--- src/rtl/fm_stream_receiver.sv ---
`default_nettype none
// ============================================================================
// Module   : fm_stream_receiver
// Purpose  : Captures one feature-map frame from a vsync/href pixel stream into
//            a FM_WIDTH*FM_HEIGHT dual-port buffer. It checks the geometry of
//            every frame. It holds an accepted frame until the consumer
//            releases it, and drops frames that arrive while a frame is held.
// Ports    : clk, rst            - clock, synchronous active-high reset
//            in_vsync/in_href    - frame / line active levels
//            in_data             - pixel, valid when in_vsync && in_href
//            rd_en/rd_addr       - buffer read, data one cycle later
//            rd_release          - consumer frees the held frame
//            rd_data/rd_valid    - read data and qualifier
//            frame_valid         - a complete, correct frame is held
//            frame_done/geom_err/frame_drop - one-cycle event pulses
//            err_cnt             - rejected-frame counter
// Config   : define FM_RX_ERR_CNT_EN to enable the saturating err_cnt counter;
//            when it is undefined, err_cnt is tied to zero.
// Revision : 1.0 - initial release
// ============================================================================
module fm_stream_receiver #(
  parameter int FM_WIDTH  = 4,
  parameter int FM_HEIGHT = 4,
  parameter int DATA_W    = 16
) (
  input  logic              clk,
  input  logic              rst,
  input  logic              in_vsync,
  input  logic              in_href,
  input  logic [DATA_W-1:0] in_data,
  input  logic              rd_en,
  input  logic [9:0]        rd_addr,
  input  logic              rd_release,
  output logic [DATA_W-1:0] rd_data,
  output logic              rd_valid,
  output logic              frame_valid,
  output logic              frame_done,
  output logic              geom_err,
  output logic              frame_drop,
  output logic [7:0]        err_cnt
);

  localparam int         DEPTH   = FM_WIDTH * FM_HEIGHT;
  localparam int         AW      = (DEPTH > 1) ? $clog2(DEPTH) : 1;
  localparam logic [6:0] W7      = 7'(FM_WIDTH);
  localparam logic [6:0] H7      = 7'(FM_HEIGHT);
  localparam logic [13:0] DEPTH14 = 14'(DEPTH);

  typedef enum logic [2:0] {
    IDLE  = 3'd0,
    LINE  = 3'd1,
    BLANK = 3'd2,
    HOLD  = 3'd3,
    SKIP  = 3'd4
  } state_t;

  state_t      r_state, w_state_n;
  logic [6:0]  r_pix_cnt, w_pix_n;
  logic [6:0]  r_line_cnt, w_line_n;
  logic        r_err, w_err_n;
  logic        r_frame_valid, w_fv_n;
  logic        r_done, w_done_n;
  logic        r_gerr, w_gerr_n;
  logic        r_drop, w_drop_n;
  logic        r_vs_d, r_px_d;
  logic        w_px, w_vs_rise, w_vs_fall;
  logic        w_we;
  logic [AW-1:0] w_waddr;

  logic [DATA_W-1:0] mem [DEPTH];
  logic [DATA_W-1:0] r_rd_data;
  logic              r_rd_valid;

  // The edge-detect history is intentionally not reset. A vsync that is still
  // high when reset lifts must not look like a fresh frame start. Capture
  // resumes only on a genuine rising edge.
  always_ff @(posedge clk) begin
    r_vs_d <= in_vsync;
    r_px_d <= in_vsync & in_href;
  end

  assign w_px      = in_vsync & in_href;
  assign w_vs_rise = in_vsync & ~r_vs_d;
  assign w_vs_fall = ~in_vsync & r_vs_d;
  assign w_waddr   = AW'(14'(r_line_cnt) * 14'(W7) + 14'(r_pix_cnt));

  always_comb begin
    w_state_n = r_state;
    w_pix_n   = r_pix_cnt;
    w_line_n  = r_line_cnt;
    w_err_n   = r_err;
    w_fv_n    = r_frame_valid;
    w_done_n  = 1'b0;
    w_gerr_n  = 1'b0;
    w_drop_n  = 1'b0;
    w_we      = 1'b0;
    case (r_state)
      IDLE, HOLD: begin
        // frame_valid is always 0 in IDLE, so one rule covers both states.
        if (w_vs_rise) begin
          if (!r_frame_valid || rd_release) begin
            w_state_n = LINE;
            w_pix_n   = '0;
            w_line_n  = '0;
            w_err_n   = 1'b0;
            w_fv_n    = 1'b0;
          end else begin
            w_state_n = SKIP;
            w_drop_n  = 1'b1;
          end
        end else if (rd_release && r_state == HOLD) begin
          w_state_n = IDLE;
          w_fv_n    = 1'b0;
        end
      end
      LINE, BLANK: begin
        if (w_px) begin
          w_state_n = LINE;
          if (r_pix_cnt >= W7 || r_line_cnt >= H7) w_err_n = 1'b1;
          else                                     w_we    = 1'b1;
          w_pix_n = (r_pix_cnt == 7'h7F) ? r_pix_cnt : r_pix_cnt + 7'd1;
        end else if (r_state == LINE && r_px_d) begin
          // The line ends when the valid pixel qualifier drops. This also
          // covers vsync falling while href is still high.
          w_state_n = BLANK;
          if (r_pix_cnt != W7) w_err_n = 1'b1;
          w_line_n = (r_line_cnt == 7'h7F) ? r_line_cnt : r_line_cnt + 7'd1;
          w_pix_n  = '0;
        end
        // The frame-end check uses the already-updated line status, so a
        // line closing in this cycle is counted first.
        if (w_vs_fall) begin
          if (!w_err_n && w_line_n == H7) begin
            w_state_n = HOLD;
            w_fv_n    = 1'b1;
            w_done_n  = 1'b1;
          end else begin
            w_state_n = IDLE;
            w_fv_n    = 1'b0;
            w_gerr_n  = 1'b1;
          end
        end
      end
      SKIP: begin
        if (rd_release) w_fv_n = 1'b0;
        if (w_vs_fall)  w_state_n = w_fv_n ? HOLD : IDLE;
      end
      default: w_state_n = IDLE;
    endcase
  end

  always_ff @(posedge clk) begin
    if (rst) begin
      r_state       <= IDLE;
      r_pix_cnt     <= '0;
      r_line_cnt    <= '0;
      r_err         <= 1'b0;
      r_frame_valid <= 1'b0;
      r_done        <= 1'b0;
      r_gerr        <= 1'b0;
      r_drop        <= 1'b0;
    end else begin
      r_state       <= w_state_n;
      r_pix_cnt     <= w_pix_n;
      r_line_cnt    <= w_line_n;
      r_err         <= w_err_n;
      r_frame_valid <= w_fv_n;
      r_done        <= w_done_n;
      r_gerr        <= w_gerr_n;
      r_drop        <= w_drop_n;
    end
  end

  // Buffer write port. Contents survive reset.
  always_ff @(posedge clk) begin
    if (w_we) mem[w_waddr] <= in_data;
  end

  // Registered read port. A read of the address being written returns the
  // old word.
  always_ff @(posedge clk) begin
    if (rst) begin
      r_rd_data  <= '0;
      r_rd_valid <= 1'b0;
    end else begin
      r_rd_valid <= rd_en;
      if (rd_en) r_rd_data <= ({4'b0, rd_addr} < DEPTH14) ? mem[AW'(rd_addr)] : '0;
    end
  end

`ifdef FM_RX_ERR_CNT_EN
  logic [7:0] r_err_cnt;
  always_ff @(posedge clk) begin
    if (rst)                             r_err_cnt <= 8'd0;
    else if (r_gerr && r_err_cnt != 8'hFF) r_err_cnt <= r_err_cnt + 8'd1;
  end
  assign err_cnt = r_err_cnt;
`else
  assign err_cnt = 8'd0;
`endif

  assign rd_data     = r_rd_data;
  assign rd_valid    = r_rd_valid;
  assign frame_valid = r_frame_valid;
  assign frame_done  = r_done;
  assign geom_err    = r_gerr;
  assign frame_drop  = r_drop;

endmodule
`default_nettype wire

--- config.mk ---
export PLATFORM = sky130hd
export DESIGN_NAME = fm_stream_receiver
export DESIGN_NICKNAME = d
export VERILOG_FILES = /design/src/rtl/fm_stream_receiver.sv
export SDC_FILE = /design/constraint.sdc
export NUM_CORES = 1
export LEC_CHECK = 0
export CAP_MARGIN = 40
export CELL_PAD_IN_SITES_DETAIL_PLACEMENT = 0
export CELL_PAD_IN_SITES_GLOBAL_PLACEMENT = 1
export CORE_ASPECT_RATIO = 1.4
export CORE_MARGIN = 2
export CORE_UTILIZATION = 56
export CTS_CLUSTER_SIZE = 12
export DETAILED_ROUTE_END_ITERATION = 10
export PLACE_DENSITY = 0.84
export SLEW_MARGIN = 0
export SYNTH_ARGS = -nofsm -noshare
export SYNTH_HDL_FRONTEND = slang
export SYNTH_SLANG_ARGS = --single-unit
--- constraint.sdc ---
create_clock -name clk -period 3.94 [get_ports clk]
set_clock_uncertainty 0.1 [all_clocks]
set_input_delay 0.591 -clock clk [delete_from_list [all_inputs] [get_ports clk]]
set_output_delay 0.591 -clock clk [all_outputs]
set_load 0.05 [all_outputs]
==> flow_metrics.tcl <==
set metrics [dict create \
    multi_input_area_sq_um 3120 \
    cts_buffers 29 \
    area_growth_pct 14.0 \
    status "complete, no violations" \
    avgViaCountPerCell 6.10 \
    cp-endpoint "mem[4][6]$_DFFE_PP_" \
    synth.top_cell.area_share_pct 64.4 \
    num_rows 63 \
    peakVddDrop_v 0.000340 \
    crit_arrival_ps 2750 \
    regArea_sq_um 8510 \
    criticalPathCategory "in -> reg" \
    die_y_microns 177 \
    start_kind "input pin" \
    grt_max_degree 31 \
    yosys.cell_types.count 65 \
    dp_hpwl_mm 16.5 \
    slew_headroom_pct 39.2 \
    dr.first_iter.drc_count 620 \
    synth_edf_count 256 \
    synth_ff_type "edfxtp_1" \
    r2r_cells 6 \
    post_cts_resized 0 \
    htree_levels 1 \
    n_antenna_cell 0 \
    dpl.cell_count 958 \
    antenna_found_initial 0 \
    power.density_nw_per_um2 457 \
    drive_above_1_share_pct 20.4 \
    io_pins 61 \
    holdCritStartpoint "rd_data[11]$_SDFFE_PP0P_" \
    clock-sinks 297 \
    synthMostInstantiatedCell "edfxtp_1" \
    core_sq_um 21000 \
    regToRegSetupSlack_ps 1360 \
    cp_max_fo 16 \
    final-instance-count-excl-fill 1011 \
    cts_hold_buf 0 \
    setup_tns_ps 0 \
    die_w_microns 127 \
    overflow 0 \
    grt_pass1_vias 6527 \
    clk_latency_ps 530 \
    hold_class "reg -> reg" \
    pre_cts_ws_ps 813 \
    finalHoldViolations 0 \
    final_max_slew_viol_count 0 \
    yosysTopAreaCell "edfxtp_1" \
    whs_ps 339 \
    synth_area_sq_um 11900 \
    vias 6169 \
    rsz0062_at_grt "no" \
    drv_cap 0 \
    grt_first_pass_wirelength_mm 38.4 \
    period_share_pct 67.1 \
    grt.total_usage_pct 22.9 \
    ys_async_sr_fraction_pct 0 \
    cp-startpoint "in_vsync" \
    required_ps 4050 \
    ys_ff_latch 297 \
    p_leak_nw 4.41 \
    reg2reg_to "mem[4][6]$_DFFE_PP_" \
    cts_root_buf "clkbuf_16" \
    worst_slack_ps 1300 \
    cts_tree "yes" \
    power_mw 6.23 \
    synth_area_per_cell_sq_um 18.3 \
    fill_cells 1358 \
    syn-instance-count 652 \
    fmax_ghz 0.378 \
    yosys-top-cells-count "edfxtp_1, mux4_2, dfxtp_1, nor2_1, nand2_1" \
    port_buffers 52 \
    seq_area_frac_synth_pct 71.2 \
    worst_r2r_startpoint "r_state[1]$_SDFFE_PP0P_" \
    firstDrtPassIters 5 \
    path_clk_slew_ps 60 \
    wl_per_cell_microns 24.6 \
    dieArea_sq_um 22500 \
    post-route-min-period_ps 2640 \
    end_kind "register" \
    ys_warn_count 0 \
    setup_violations 0 \
    wirelength_mm 24.9 \
    place_congestion 0.866 \
    initial_utilization_pct 56.7 \
    synth.area.top_cells "edfxtp_1, mux4_2, dfxtp_1" \
    clockBufferDepth 3 \
    worstMarginPinSlew_ps 909 \
    final_nets 768 \
    ant_nets 0 \
    cts_setup_buffers 0 \
    drc 0 \
]
## sequential cells by signal (all words and copies together) (netlist names)
name and count:
frame_valid 1, frame_done 1, geom_err 1, r_px_d 1, r_pix_cnt 7, r_vs_d 1
rd_valid 1, mem 256, r_line_cnt 7, rd_data 16, r_err 1, r_state 3
frame_drop 1
## power breakdown
group	internal (mW)	switching (mW)	total, mW	leakage, nW
Combinational	0.144	0.188	0.332	1.38
Sequential	3.42	0.00835	3.43	2.63
Clock	1.41	1.06	2.47	0.397
## logic make-up after synthesis
logic type      after synthesis  synth area share (%)
other cells                   1                0.0314
flops                       297                  71.2
xor+xnor                      8                 0.807
fa+ha+maj                     7                 0.733
mux                          81                  15.2
buf+inv                      62                  2.84
compound gates               71                  4.11
simple gates                125                  5.07
## critical path: stages
cell and delay, ps:
clkdlybuf4s50_1 510, nand2_1 260, nor3_1 410, and4_1 320, nand2_1 180, nor2_1 180
buf_4 280
## worst min path at each step
stage	end	slack [ps]	depth (start not counted)
after floorplan	r_err$_SDFFE_PP0P_	360	2
after global placement	rd_data[6]$_SDFFE_PP0P_	330	2
after detailed placement	rd_data[11]$_SDFFE_PP0P_	340	2
after CTS	rd_data[11]$_SDFFE_PP0P_	340	2
after global routing	rd_data[11]$_SDFFE_PP0P_	360	2
final	rd_data[11]$_SDFFE_PP0P_	340	2
## metal layers
layer  vias up  share of wire, %  GRT usage [%]
li1       2729                 -              -
met1      3165                37           28.6
met2       228                55           41.6
met3        47               5.6           3.51
met4         0               2.7           6.68
met5         -                 0              0
## through the flow
step | instance area, sq um | utilization, %
2_1_floorplan | 12000 | -
3_3_place_gp | 12800 | 60.7
3_5_place_dp | 12800 | 60.7
4_1_cts | 13600 | 64.7
5_1_grt | 13600 | 64.7
6_report | 13600 | 64.7
## layout make-up
cell class | count | area share [%]
inverters | 24 | 0.662
multi-input cells | 300 | 22.9
clock inverters | 2 | 0.0827
well taps | 260 | 2.39
flip-flops and latches | 297 | 62.5
clock buffers | 51 | 6.09
repair buffers | 77 | 5.33
## cell usage in the layout (no fill, tap or decap), types with 8 or more instances in the layout
cell	count
a21oi_1	12
buf_4	24
clkbuf_1	20
clkbuf_16	29
clkdlybuf4s50_1	50
conb_1	8
dfxtp_1	41
edfxtp_1	256
inv_1	23
mux4_2	80
nand2_1	36
nand3_1	11
nor2_1	41
o21ai_1	16
Power figures use the tool's default switching activity.
